$ cat config.mk
export PLATFORM = sky130hd
export DESIGN_NAME = rf_write_arbiter
export DESIGN_NICKNAME = d
export VERILOG_FILES = /design/src/rtl/rf_write_arbiter.sv
export SDC_FILE = /design/constraint.sdc
export NUM_CORES = 1
export LEC_CHECK = 0
export BUFFER_PORTS_ARGS = -buffer_cell sky130_fd_sc_hd__buf_2
export CAP_MARGIN = 0
export CORE_MARGIN = 1
export CORE_UTILIZATION = 45
export DETAILED_ROUTE_END_ITERATION = 16
export GPL_TIMING_DRIVEN = 0
export PLACE_DENSITY = 0.79
export SETUP_SLACK_MARGIN = 0.02
export SLEW_MARGIN = 20
export SYNTH_ARGS = -nofsm -noshare
export SYNTH_HDL_FRONTEND = slang
export SYNTH_SLANG_ARGS = --single-unit
$ cat constraint.sdc
create_clock -name clk -period 1.88 [get_ports clk]
set_clock_uncertainty 0.15 [all_clocks]
set_input_delay 0.282 -clock clk [delete_from_list [all_inputs] [get_ports clk]]
set_output_delay 0.282 -clock clk [all_outputs]
set_load 0.01 [all_outputs]
$ cat src/rtl/rf_write_arbiter.sv
// Two-requester register-file write arbiter: round-robin grant, one registered write per cycle.
// Optional `RF_ARB_ZERO_PROTECT_EN suppresses writes to register 0 while keeping the handshake.
module rf_write_arbiter #(
  parameter int ADDR_W = 6,
  parameter int DATA_W = 32
) (
  input  logic              clk,
  input  logic              rst_n,
  input  logic              a_valid,
  input  logic [ADDR_W-1:0] a_addr,
  input  logic [DATA_W-1:0] a_data,
  output logic              a_ready,
  input  logic              b_valid,
  input  logic [ADDR_W-1:0] b_addr,
  input  logic [DATA_W-1:0] b_data,
  output logic              b_ready,
  output logic              rf_wrt,
  output logic [ADDR_W-1:0] rf_rd,
  output logic [DATA_W-1:0] rf_data_in,
  output logic [15:0]       conflict_cnt
);

  typedef enum logic {
    SEL_A = 1'b0,
    SEL_B = 1'b1
  } sel_e;

  sel_e              rr_ptr;
  logic              wr_en;
  logic [ADDR_W-1:0] win_addr;
  logic [DATA_W-1:0] win_data;

  // Readies are gated by rst_n so no grant is visible while reset is held.
  always_comb begin
    a_ready  = rst_n & a_valid & (~b_valid | (rr_ptr == SEL_A));
    b_ready  = rst_n & b_valid & (~a_valid | (rr_ptr == SEL_B));
    win_addr = a_ready ? a_addr : b_addr;
    win_data = a_ready ? a_data : b_data;
`ifdef RF_ARB_ZERO_PROTECT_EN
    wr_en    = (a_ready | b_ready) && (win_addr != '0);
`else
    wr_en    = a_ready | b_ready;
`endif
  end

  always_ff @(posedge clk or negedge rst_n) begin
    if (!rst_n) begin
      rr_ptr       <= SEL_A;
      rf_wrt       <= 1'b0;
      rf_rd        <= '0;
      rf_data_in   <= '0;
      conflict_cnt <= '0;
    end else begin
      rf_wrt <= wr_en;
      if (wr_en) begin
        rf_rd      <= win_addr;
        rf_data_in <= win_data;
      end
      // Pointer moves to whichever side was not served.
      if (a_ready)
        rr_ptr <= SEL_B;
      else if (b_ready)
        rr_ptr <= SEL_A;
      if (a_valid && b_valid && (conflict_cnt != '1))
        conflict_cnt <= conflict_cnt + 16'd1;
    end
  end

endmodule

# After elaboration in Yosys (flattened, before gate mapping)
# Cells that the tools add are included.
[word_totals] reg_bits=56 input_bits=80 word_cells=24
[classes] add_sub_neg=1 n_eq_ne=1 n_mux=4 bitwise=10 reduce_logical=3
[ops] op="2-to-1 mux 32 bit" n=1
[ops] op="adder 16 x 1 -> 16 bit (second input constant)" n=1
[ops] op="!= test 16 bit (second input constant)" n=1
[ops] op="2-to-1 mux 6 bit" n=1
[ops] op="bitwise AND 1 bit" n=4
[ops] op="inverter 1 bit" n=3
[ops] op="bitwise OR 1 bit" n=3
[ops] op="logical AND 1 bit" n=2
[ops] op="2-to-1 mux 1 bit" n=2
[ops] op="nonzero test 2 bit" n=1

# Logic depth before layout (Yosys ltp)
# Gate-level depths: netlist (run 1).
[depth] word_depth=5 mapped_depth=6 depth_no_buf=5

# Worst setup path after synthesis (run 1)
# Ideal clock, no wire load.
[synth_timing] path_type="reg2reg" start="register conflict_cnt[0]" end="register conflict_cnt[6]" t_arrival_ns=1.509 t_required_ns=1.600 slack_ns=0.091 stages_incl_launch_ff=6 n_path_buf=0 period_less_slack_ns=1.789 cell_sequence="dfrtp_1 > ha_1 > and3_1 > a41oi_1 > nand4_1 > xnor2_1"
[synth_via] elab_chain_len=2 word_cells_on_any_way=3 classes_between="1 x add/sub; 1 x eq/ne; 1 x reduce/logical"
[synth_lines] item="from (decl)" line="20" text="output logic [15:0] conflict_cnt"
[synth_lines] item="from (signal assigned)" line="65" text="conflict_cnt <= conflict_cnt + 16'd1;"
[synth_lines] item="branches (longest 2 deep; another with adder 16 x 1 -> 16 bit)"
# Several ways; the timed one is not identified.
# A chain may end at the register's enable or synchronous reset.

# Worst setup path after layout (run 1)
[layout_timing] start="register rr_ptr" end="output a_ready"
[layout_via] elab_chain_len=3
[layout_lines] item="from (decl)" line="28" text="sel_e rr_ptr;"
[layout_lines] item="from (signal assigned)" line="48" text="rr_ptr <= SEL_A;"
[layout_lines] item="from (signal assigned)" line="61" text="rr_ptr <= SEL_B;"
[layout_lines] item="from (signal assigned)" line="63" text="rr_ptr <= SEL_A;"
[layout_lines] item="inverter 1 bit" line="35" text="a_ready = rst_n & a_valid & (~b_valid | (rr_ptr == SEL_A));"
[layout_lines] item="bitwise OR 1 bit" line="35"
[layout_lines] item="bitwise AND 1 bit" line="35"
[layout_lines] item="to (decl)" line="12" text="output logic a_ready,"
# Every way passes these cells.

==> results of run 1 <==
-- power by group through the flow --
stage | Clock (mW) | Combinational (mW) | Sequential [mW]
2_1_floorplan | 0 | 0.311 | 1.68
3_3_place_gp | 0 | 0.753 | 1.60
3_5_place_dp | 0 | 0.774 | 1.61
4_1_cts | 0.789 | 0.783 | 1.59
5_1_grt | 0.845 | 0.926 | 1.62
6_report | 0.763 | 0.832 | 1.58
-- layout make-up --
class,count,area share
inverter,6,0.00614
clock buffer,6,0.0198
buffer,12,0.0222
tap,72,0.0246
multi-input combinational,176,0.335
timing repair buffer,142,0.201
clock inverter,2,0.00955
sequential,56,0.383
-- critical path, stage by stage, from the launching register on --
cell,delay (ns)
dfrtp_1,0.40
nand2_2,0.08
nand3_4,0.10
buf_12,0.17
buf_6,0.14
inv_1,0.05
buf_2,0.12
-- what timing repair did --
| item | 4_1_cts | 5_1_grt |
|---|---|---|
| setup buffers | 0 | 6 |
| pin swaps | 0 | 1 |
| resized for setup | 6 | 7 |
| hold endpoints to repair | 56 | 56 |
| setup endpoints to repair | 12 | 7 |
-- worst max-delay path by stage --
stage	start	end	slack [ns]
2_1_floorplan	conflict_cnt[0]$_DFFE_PN0P_	conflict_cnt[6]$_DFFE_PN0P_	0.09
3_3_place_gp	rst_n	a_ready	-0.83
3_5_place_dp	rst_n	a_ready	-0.36
4_1_cts	rr_ptr$_DFFE_PN0P_	a_ready	-0.02
5_1_grt	rr_ptr$_DFFE_PN0P_	a_ready	0.002
6_report	rr_ptr$_DFFE_PN0P_	a_ready	0.09
-- cell usage after synthesis (3+ instances only) --
library cell,count
buf_2,4
clkbuf_1,4
inv_1,6
nand2_1,48
o21ai_0,34
dfrtp_1,56
nand4_1,7
nor4_1,3
xor2_1,3
nor2_1,3
nand3_1,3
o21ai_1,5
xnor2_1,10
mux2i_1,38
a21oi_1,4
-- kinds of logic (layout without fill, tap and decap cells) --
family / count (synthesis) / count (layout)
AO/OA/AOI/OAI: 50 / 50
XOR/XNOR: 13 / 13
AND/OR/NAND/NOR: 74 / 74
multiplexers: 38 / 38
adder cells (fa/ha/maj): 1 / 1
buffers and inverters: 18 / 168
flip-flops: 56 / 56
-- stage by stage --
| step | TNS (ns) | area, µm² | hold slack, ns | power [mW] | utilization |
|---|---|---|---|---|---|
| floorplan | 0 | 2680 | -0.164 | 2.00 | - |
| global placement | -28.78 | 3450 | 0.308 | 2.35 | 0.615 |
| detailed placement | -10.05 | 3450 | 0.242 | 2.39 | 0.615 |
| CTS | -0.0233 | 3590 | -0.251 | 3.16 | 0.640 |
| global route | 0 | 3670 | -0.230 | 3.39 | 0.654 |
| finish | 0 | 3670 | -0.252 | 3.18 | 0.654 |
-- sequential cells by signal (all words and copies together) (netlist names) --
| register | cells |
|---|---|
| rf_data_in | 32 |
| rr_ptr | 1 |
| conflict_cnt | 16 |
| rf_rd | 6 |
| rf_wrt | 1 |
-- metal layers --
metal  global-route usage  routed length (µm)
met1                0.248                2640
met2                0.375                3130
met4               0.0582                  55
met3               0.0345                 422
met5                    0                   0
==> impl_results.md, run 1 <==
* GRT overflow at 0
* Largest family of logic cells by synthesized area: simple AND/OR/NAND/NOR gates
* DR WL/cell at around 13 µm
* I/O pin count at ~140
* Critical setup path kind: reg -> out
* Slew @ Worst Pin at 0.433 ns
* Reg2reg start: conflict_cnt[1]$_DFFE_PN0P_
* Clock Tree Root: clkbuf_8
* Async set-reset flop share out of synthesis at 1.00
* Status: finished with violations
* Die area at 6260 µm²
* Seq/Total Area, Yosys at 0.524
* Post-synth EDFFs at 0
* CTS tree: done
* Commonest non-fill, non-tap cell in the layout: buf_2
* Post-route DRC violation count at 0
* Syn nets at 331
* Worst path required time at ~1.5 ns
* Placed Cells at 458
* Multi-input logic area at ~1200 µm²
* CP max FO at 10
* Primary FF master, synth: dfrtp_1
* Crit path launch type: flop
* Synth Area in Adders at 0.00468
* Core area at 5610 µm²
* Initial Util at 0.477
* Detailed Place HPWL at roughly 4700 µm
* XOR/XNOR Fraction of Synth Area at 0.0425
* Clock Tree Buf Depth at 2
* First-pass DRT Iterations at 4
* Initial antenna violation count at 0
* Failing checks: negative hold slack
* Syn. warnings at 0
* Pwr/cell area at around 870 nW/µm²
* Total CTS buffers at 5
* Worst hold path class: in -> async
* P_int at ~2.2 mW
* First-pass GRT wire length at approximately 10000 µm
* Commonest non-fill, non-tap cells in the layout: 139 x buf_2, 54 x dfrtp_1, 47 x nand2_1
* Slew Limit Fails at 0
* Switching share of power at 0.311
* RSZ-0062 raised after global routing: true
* Combinational share of power at 0.262
* Via density at 5.07
* Seq. cell area at approximately 1400 µm²
* Post-synthesis compound-gate area fraction at 0.102
* Worst reg2reg path depth at 5
* Post-synth top area share at 0.524
* Largest net degree at the start of global routing at a little over 60
* ANT nets after route at 0
* Yosys top cell by area: dfrtp_1
* Vias in the first global route at 2331
* Gp weighted congestion at 0.845
* Height of the die at ~80 µm
* Initial DRC Count at 57
* IO Port Bufs at around 140
* CTS clk-pin slew, worst paths at ~0.090 ns
* Worst setup margin at approximately 0.087 ns
* Synth top area cells: dfrtp_1 52%, mux2i_1 14%, nand2_1 6.7%
* Hold Slack at -0.252 ns
* Die span in x at between 70 and 80 µm
* Layout cells sized above 1 at 0.428
* Reg2reg end: conflict_cnt[9]$_DFFE_PN0P_
* Clock Latency Late Sink at around 0.30 ns
* Final wirelength at ~6300 µm
* Final std cells w/o fill at about 470
* Fin. Hold Viols at 56
* Lkg Pwr at ~2.0 nW
* Final-layout fill cell count at about 500
* Area delta synth->final at 37.1%
* Period utilization at 0.954
* FF-to-FF setup slack at 0.10 ns
* Clock power frac at 0.240
* Fin nets at 480
* Min cycle time layout at ~1.8 ns
* VDD IR max at approximately 540 µV
* CP arrival at 1.36 ns
* Clk sink count at 56
* Mean Syn Cell Area at about 11 µm²
* Max cap viols at 0
* FMAX at between 500 and 600 MHz
* Net Sw Power at approximately 1 mW
* # diodes at 0
* Htree depth at 2
* Pre-CTS setup slack at -0.362 ns
* Simple-gate area share of the yosys netlist at 0.149
* Via count at 2394
* CP endpoint kind: output pin
* Sequential cell fraction of total power at 0.498
* Gate Count Post-Synth at 250
* Final setup vio count at 0
* # rows at 27
* Relative slew slack at 0.711
* GRT Resource Usage Total at 0.206
* Cell Area, Synth at between 2000 and 3000 µm²
* Mux share of post-synthesis cell area at 0.142
* Synth cell types at 32
* Flops & latches, synth at 56
Note: power is estimated with default switching activity, not from simulation.
==> inputs of run 2 (changes only) <==
CORE_UTILIZATION = 35   (was 45)
MAX_ROUTING_LAYER = met4   (was not set)
PLACE_DENSITY = not set   (was 0.79)
==> run 2 against run 1 <==
  * The run still ends with negative hold slack left
  * Fmax is 2.0% higher
  * Die area grew 28%
  * Non-clock buffer count is the same
  * Critical path depth down 1
  * Utilization fell by 15 points
  * Critical path type is now reg -> reg
  * Largest cell class unchanged
==> impl_results.md, run 2 (synthesized netlist as in run 1, its figures left out) <==
* Reg2reg end: conflict_cnt[6]$_DFFE_PN0P_
* Hold Slack at -0.306 ns
* Lkg Pwr at roughly 2.0 nW
* Period utilization at 0.935
* Worst path required time at 1.92 ns
* Clock Latency Late Sink at approximately 0.3 ns
* FMAX at around 570 MHz
* Critical setup path kind: reg -> reg
* Pwr/cell area at ~830 nW/µm²
* Status: finished with violations
* CP delay by family, top: flip-flops
* Fin. Hold Viols at between 50 and 60
* Worst hold path class: in -> async
* Clk sink count at 56
* Worst setup margin at ~0.12 ns
* Commonest non-fill, non-tap cell in the layout: buf_2
* Area delta synth->final at 37.9%
* Worst path max stage delay at between 0.4 and 0.5 ns
* Commonest non-fill, non-tap cells in the layout: 139 x buf_2, 54 x dfrtp_1, 47 x nand2_1
* Crit path cell chain: ha_1 > and3_2 > a41oi_2 > nand4_1 > xnor2_1
* Layout cells sized above 1 at 0.433
* I/O pin count at 137
* Detailed Place HPWL at approximately 5000 µm
* Slowest CP cell: dfrtp_2
* Final std cells w/o fill at ~500
* Die area at approximately 8000 µm²
* Clock Tree Root: clkbuf_8
* Reg2reg start: conflict_cnt[1]$_DFFE_PN0P_
* Final-layout fill cell count at 720
* VDD IR max at slightly below 600 µV
* First-pass DRT Iterations at 4
* Worst path bufs/invs at 0
* CTS clk-pin slew, worst paths at 0.09 ns
* # rows at 31
* CP arrival at 1.79 ns
* Initial antenna violation count at 0
* Total CTS buffers at 5
* GRT Resource Usage Total at 0.173
* RSZ-0062 raised after global routing: false
* Htree depth at 2
* Largest net degree at the start of global routing at between 60 and 70
* Initial Util at 0.365
* # diodes at 0
* Leading registers by flop count: rf_data_in (32), conflict_cnt (16), rf_rd (6)
* Vias in the first global route at ~2100
* Crit path launch type: flop
* Gp weighted congestion at 0.779
* Placed Cells at between 400 and 500
* Number of flip-flops in the largest register at 32
* Final wirelength at 6750 µm
* Slew Limit Fails at 0
* Via density at about 4.8
* Placed Area at about 3500 µm²
* Pre-CTS setup slack at -0.371 ns
* First-pass GRT wire length at roughly 10000 µm
* Final TNS setup at 0 ns
* Post-route cell area at about 3700 µm²
* CP endpoint kind: flop
* Post-route DRC violation count at 0
* Relative slew slack at 0.724
* Slew @ Worst Pin at ~0.41 ns
* Initial DRC Count at 67
* Clock Tree Buf Depth at 2
* Failing checks: negative hold slack
* CTS tree: done
* Worst reg2reg path depth at 5
* Top reg by flops: rf_data_in
* Via count at around 2400
* CP max FO at 5
* CP Depth at 5
* Final setup vio count at 0
* Height of the die at ~89 µm
* Core area at around 7300 µm²
* IO Port Bufs at 136
* GRT overflow at 0
* DR WL/cell at 13.5 µm
* ANT nets after route at 0
* Die span in x at approximately 89 µm
* Total Power at a little over 3 mW
* Max cap viols at 0
* Min cycle time layout at 1.76 ns
* FF-to-FF setup slack at between 0.1 and 0.15 ns
* Fin nets at 480
* Layout Utilization at 0.503
==> run 2: changes by cell type in the layout (fill, tap and decap cells not counted), sizes merged <==
cell,change
bufinv,-1
clkinv,+1
==> run 2: worst register-to-register path: cells and delay by family, from the launching register on <==
kind / cells / cell delay [ns]
adders and majority gates: 1 / 0.22
AOI/OAI and AO/OA: 1 / 0.28
DFF: 1 / 0.46
xor gates and xnor gates: 1 / 0.15
and+or+nand+nor: 2 / 0.41
==> run 2: what timing repair did <==
action | CTS | global route
buffers inserted | 0 | 7
endpoints found under the setup margin | 13 | 7
endpoints found under the hold margin | 56 | 56
gates resized for setup | 5 | 10
==> run 2: worst max-delay path by stage <==
| stage | slack (ns) | to | startpoint |
|---|---|---|---|
| 2_1_floorplan | 0.09 | conflict_cnt[6]$_DFFE_PN0P_ | conflict_cnt[0]$_DFFE_PN0P_ |
| 3_3_place_gp | -0.87 | a_ready | rst_n |
| 3_5_place_dp | -0.37 | a_ready | rst_n |
| 4_1_cts | -0.02 | a_ready | rr_ptr$_DFFE_PN0P_ |
| 5_1_grt | 0.02 | conflict_cnt[7]$_DFFE_PN0P_ | conflict_cnt[1]$_DFFE_PN0P_ |
| 6_report | 0.12 | conflict_cnt[6]$_DFFE_PN0P_ | conflict_cnt[1]$_DFFE_PN0P_ |
==> run 2: area by class of cell <==
type,instances,area [µm²],share of cell area
clock buffer,6,82.6,0.0224
timing repair buffer,143,748,0.203
clock inverter,2,10.0,0.00271
tap,99,124,0.0336
inverter,6,22.5,0.00610
multi-input combinational,176,1230,0.333
sequential,56,1400,0.380
buffer,11,70.1,0.0190
==> run 2: layer usage <==
| layer | vias to the layer above | GRT usage | routed length [µm] |
|---|---|---|---|
| met4 | 0 | 0.0390 | 38 |
| li1 | 1173 | - | - |
| met2 | 93 | 0.290 | 3220 |
| met5 | - | - | 0 |
| met3 | 6 | 0.0360 | 467 |
| met1 | 1111 | 0.216 | 3030 |
==> run 2: where the power goes <==
| group | leakage (nW) | internal [mW] | switching [mW] |
|---|---|---|---|
| Clock | 0.0510 | 0.295 | 0.371 |
| Sequential | 0.692 | 1.39 | 0.187 |
| Combinational | 1.29 | 0.397 | 0.436 |
==> inputs of run 3 (changes only) <==
ABC_AREA = 1   (was not set)
CORE_UTILIZATION = 40   (was 35)
PLACE_DENSITY = 0.7   (was not set)
==> run 3 against run 2 <==
  * The flow now finishes without violations
  * Critical path depth rose by 4
  * Synthesized cell count rose by 48%
  * Largest power group unchanged
  * Power fell by 4.8%
  * Routed wire length rose by 20%
  * Sequential power fell by 4%
  * Synthesized area rose by 13%
  * Utilization rose by 5.1 points
  * Design area rose by 9.5%
  * Worst setup slack improved by 0.051 ns
  * Final cell count rose by 24%
==> impl_results.md, run 3 <==
* VDD IR max at about 320 µV
* FMAX at 586 MHz
* Wire length on met3 at 410 µm
* Total Power at ~2.9 mW
* Post-route DRC violation count at 0
* Relative slew slack at 0.675
* Layout cells sized above 1 at 0.389
* Worst path bufs/invs at 2
* Via count at around 3000
* CP delay by family, top: simple AND/OR/NAND/NOR gates
* Flops & latches, synth at 56
* Initial antenna violation count at 0
* Cell Area, Synth at 3030 µm²
* Top sig layer: met4
* Worst hold path class: in -> reg
* Status: completed
* Max cap viols at 0
* Lkg Pwr at 2.10 nW
* Slew Limit Fails at 0
* Synth cell types at 28
* Final-layout fill cell count at 703
* Mean Syn Cell Area at just over 8 µm²
* Leading registers by flop count: rf_data_in (32), conflict_cnt (16), rf_rd (6)
* Number of flip-flops in the largest register at 32
* IO Port Bufs at roughly 140
* CP endpoint kind: flop
* RSZ-0062 raised after global routing: false
* Clock power frac at 0.226
* Count leader, synth: nand2_1
* Yosys top cell by area: dfrtp_1
* Gate Count Post-Synth at 370
* Combinational share of power at 0.259
* Synth cell count leaders: 113 x nand2_1, 56 x dfrtp_1, 45 x nand3_1
* Seq/Total Area, Yosys at 0.462
* CTS clk-pin slew, worst paths at approximately 0.1 ns
* GRT overflow at 0
* Detailed Place HPWL at roughly 6000 µm
* Crit path launch type: flop
* CP most frequent cell: nand2_1
* Multi-input logic area at ~1500 µm²
* Critical setup path kind: reg -> reg
* Final setup vio count at 0
* # diodes at 0
* Syn nets at 451
* Seq. cell area at ~1400 µm²
* Post-synth top area share at 0.462
* CP arrival at ~1.8 ns
* Clock Tree Buf Depth at 2
* Gp weighted congestion at roughly 0.85
* Largest net degree at the start of global routing at 60
* ANT nets after route at 0
* Via density at between 4 and 5
* GRT Resource Usage Total at 0.210
* Min cycle time layout at between 1.5 and 2 ns
* Top reg by flops: rf_data_in
* Area delta synth->final at 33.2%
* Worst path max stage delay at between 0.4 and 0.5 ns
* Initial Util at 0.416
* DRT met1 WL at ~3500 µm
* DR WL met2 at between 4000 and 5000 µm
* CP max FO at 10
* Net Sw Power at 0.917 mW
* DR WL/cell at 13.1 µm
* Commonest non-fill, non-tap cells in the layout: 143 x buf_2, 112 x nand2_1, 55 x dfrtp_1
* First-pass GRT wire length at around 13000 µm
* # rows at 31
* Post-synth EDFFs at 0
* Clk sink count at 56
* I/O pin count at between 100 and 150
* Synth top area cells: dfrtp_1 46%, nand2_1 14%, o211ai_1 9.4%
* Fin. Hold Viols at 0
* Initial DRC Count at between 100 and 150
* Fin nets at between 500 and 600
* Clock Tree Root: clkbuf_8
* Vias in the first global route at roughly 2900
* P_int at between 2 and 2.5 mW
* Switching share of power at 0.313
* Die span in x at a little under 90 µm
* Core area at around 7300 µm²
* Pwr/cell area at about 730 nW/µm²
* Period utilization at 0.908
* Slowest CP cell: dfrtp_2
* Layout Utilization at 0.554
* Slew @ Worst Pin at just under 0.5 ns
* Total CTS buffers at 5
* First-pass DRT Iterations at 4
* Die area at between 7000 and 8000 µm²
* Worst path required time at 1.92 ns
* Htree depth at 2
* Crit path cell chain: ha_1 > nand3_2 > inv_2 > nand2_2 > nor2_4 > nor2_2 > buf_6 > nand2_1 > nand2_1
* Async set-reset flop share out of synthesis at 1.00
* Commonest non-fill, non-tap cell in the layout: buf_2
* Height of the die at between 80 and 90 µm
* Sequential cell fraction of total power at 0.514
* Final wirelength at 8070 µm
* Clock Latency Late Sink at 0.30 ns
* Syn. warnings at 0
* CTS tree: done
* Primary FF master, synth: dfrtp_1
[run 3: changes by cell type in the layout (fill, tap and decap cells not counted), moves of 8 or more]
cell,change
xnor2_1,-8
mux2i_1,-38
or2_2,+28
nor2_1,+13
nand2_1,+65
o211ai_1,+37
o21ai_0,-32
nand3_1,+43
or2_0,+8
[run 3: power by group through the flow]
stage                     logic (mW)  registers [mW]  clock network, mW
after floorplan                0.320            1.58                  0
after global placement         0.730            1.52                  0
after detailed placement       0.747            1.53                  0
after CTS                      0.751            1.51              0.695
after global routing           0.857            1.53              0.743
final                          0.760            1.51              0.664
[run 3: repair_timing]
item | CTS | global route
setup endpoints to repair | 12 | 30
hold endpoints to repair | 56 | 56
cloned | 0 | 1
gates resized for setup | 6 | 2
setup buffers | 0 | 2
[run 3: final timing paths]
kind	startpoint	end	slack [ns]	cells after the start
max	conflict_cnt[0]$_DFFE_PN0P_	conflict_cnt[13]$_DFFE_PN0P_	0.17	9
min	b_data[29]	rf_data_in[29]$_DFFE_PN0P_	0.08	3
max reg2reg	conflict_cnt[0]$_DFFE_PN0P_	conflict_cnt[13]$_DFFE_PN0P_	0.17	9
min reg2reg	rf_data_in[16]$_DFFE_PN0P_	rf_data_in[16]$_DFFE_PN0P_	0.36	2
max in group asynchronous	rst_n	conflict_cnt[13]$_DFFE_PN0P_	1.04	3
min in group asynchronous	rst_n	conflict_cnt[7]$_DFFE_PN0P_	0.35	2
[run 3: layout make-up]
type,count,area share
plain buffers,21,0.0260
clock buffers,7,0.0214
clock inverters,1,0.00186
inverters,13,0.0130
multi-input cells,279,0.366
flip-flops and latches,56,0.347
well taps,99,0.0307
repair buffers,142,0.194
[run 3: cells by family (layout without fill, tap and decap cells)]
logic type,count (synthesis),after routing,synth area share
adders and majority gates,1,1,0.00412
xor gates and xnor gates,6,6,0.0173
and+or+nand+nor,231,231,0.366
buffers and inverters,35,184,0.0515
AOI/OAI and AO/OA,41,41,0.0990
DFF,56,56,0.462
[run 3: tightest hold or removal path, stage by stage]
cell,delay (ns)
buf_2,0.07
o211ai_1,0.08
nand2_1,0.06
[run 3: metrics by stage]
step | instance area [µm²] | hold slack (ns) | setup TNS [ns] | setup slack [ns] | cells
final | 4040 | 0.0774 | 0 | 0.174 | 618
after global routing | 4040 | 0.0648 | 0 | 0.0216 | 618
after CTS | 3960 | -0.316 | 0 | 0.0524 | 612
after detailed placement | 3840 | 0.249 | -11.44 | -0.542 | 605
after global placement | 3840 | 0.341 | -29.64 | -0.998 | 605
after floorplan | 3030 | -0.164 | 0 | 0.268 | 370
[run 3: per-layer routing]
metal | GRT usage | vias up
met2 | 0.359 | 97
li1 | - | 1521
met3 | 0.0508 | 9
met5 | - | -
met4 | 0.0620 | 0
met1 | 0.245 | 1410
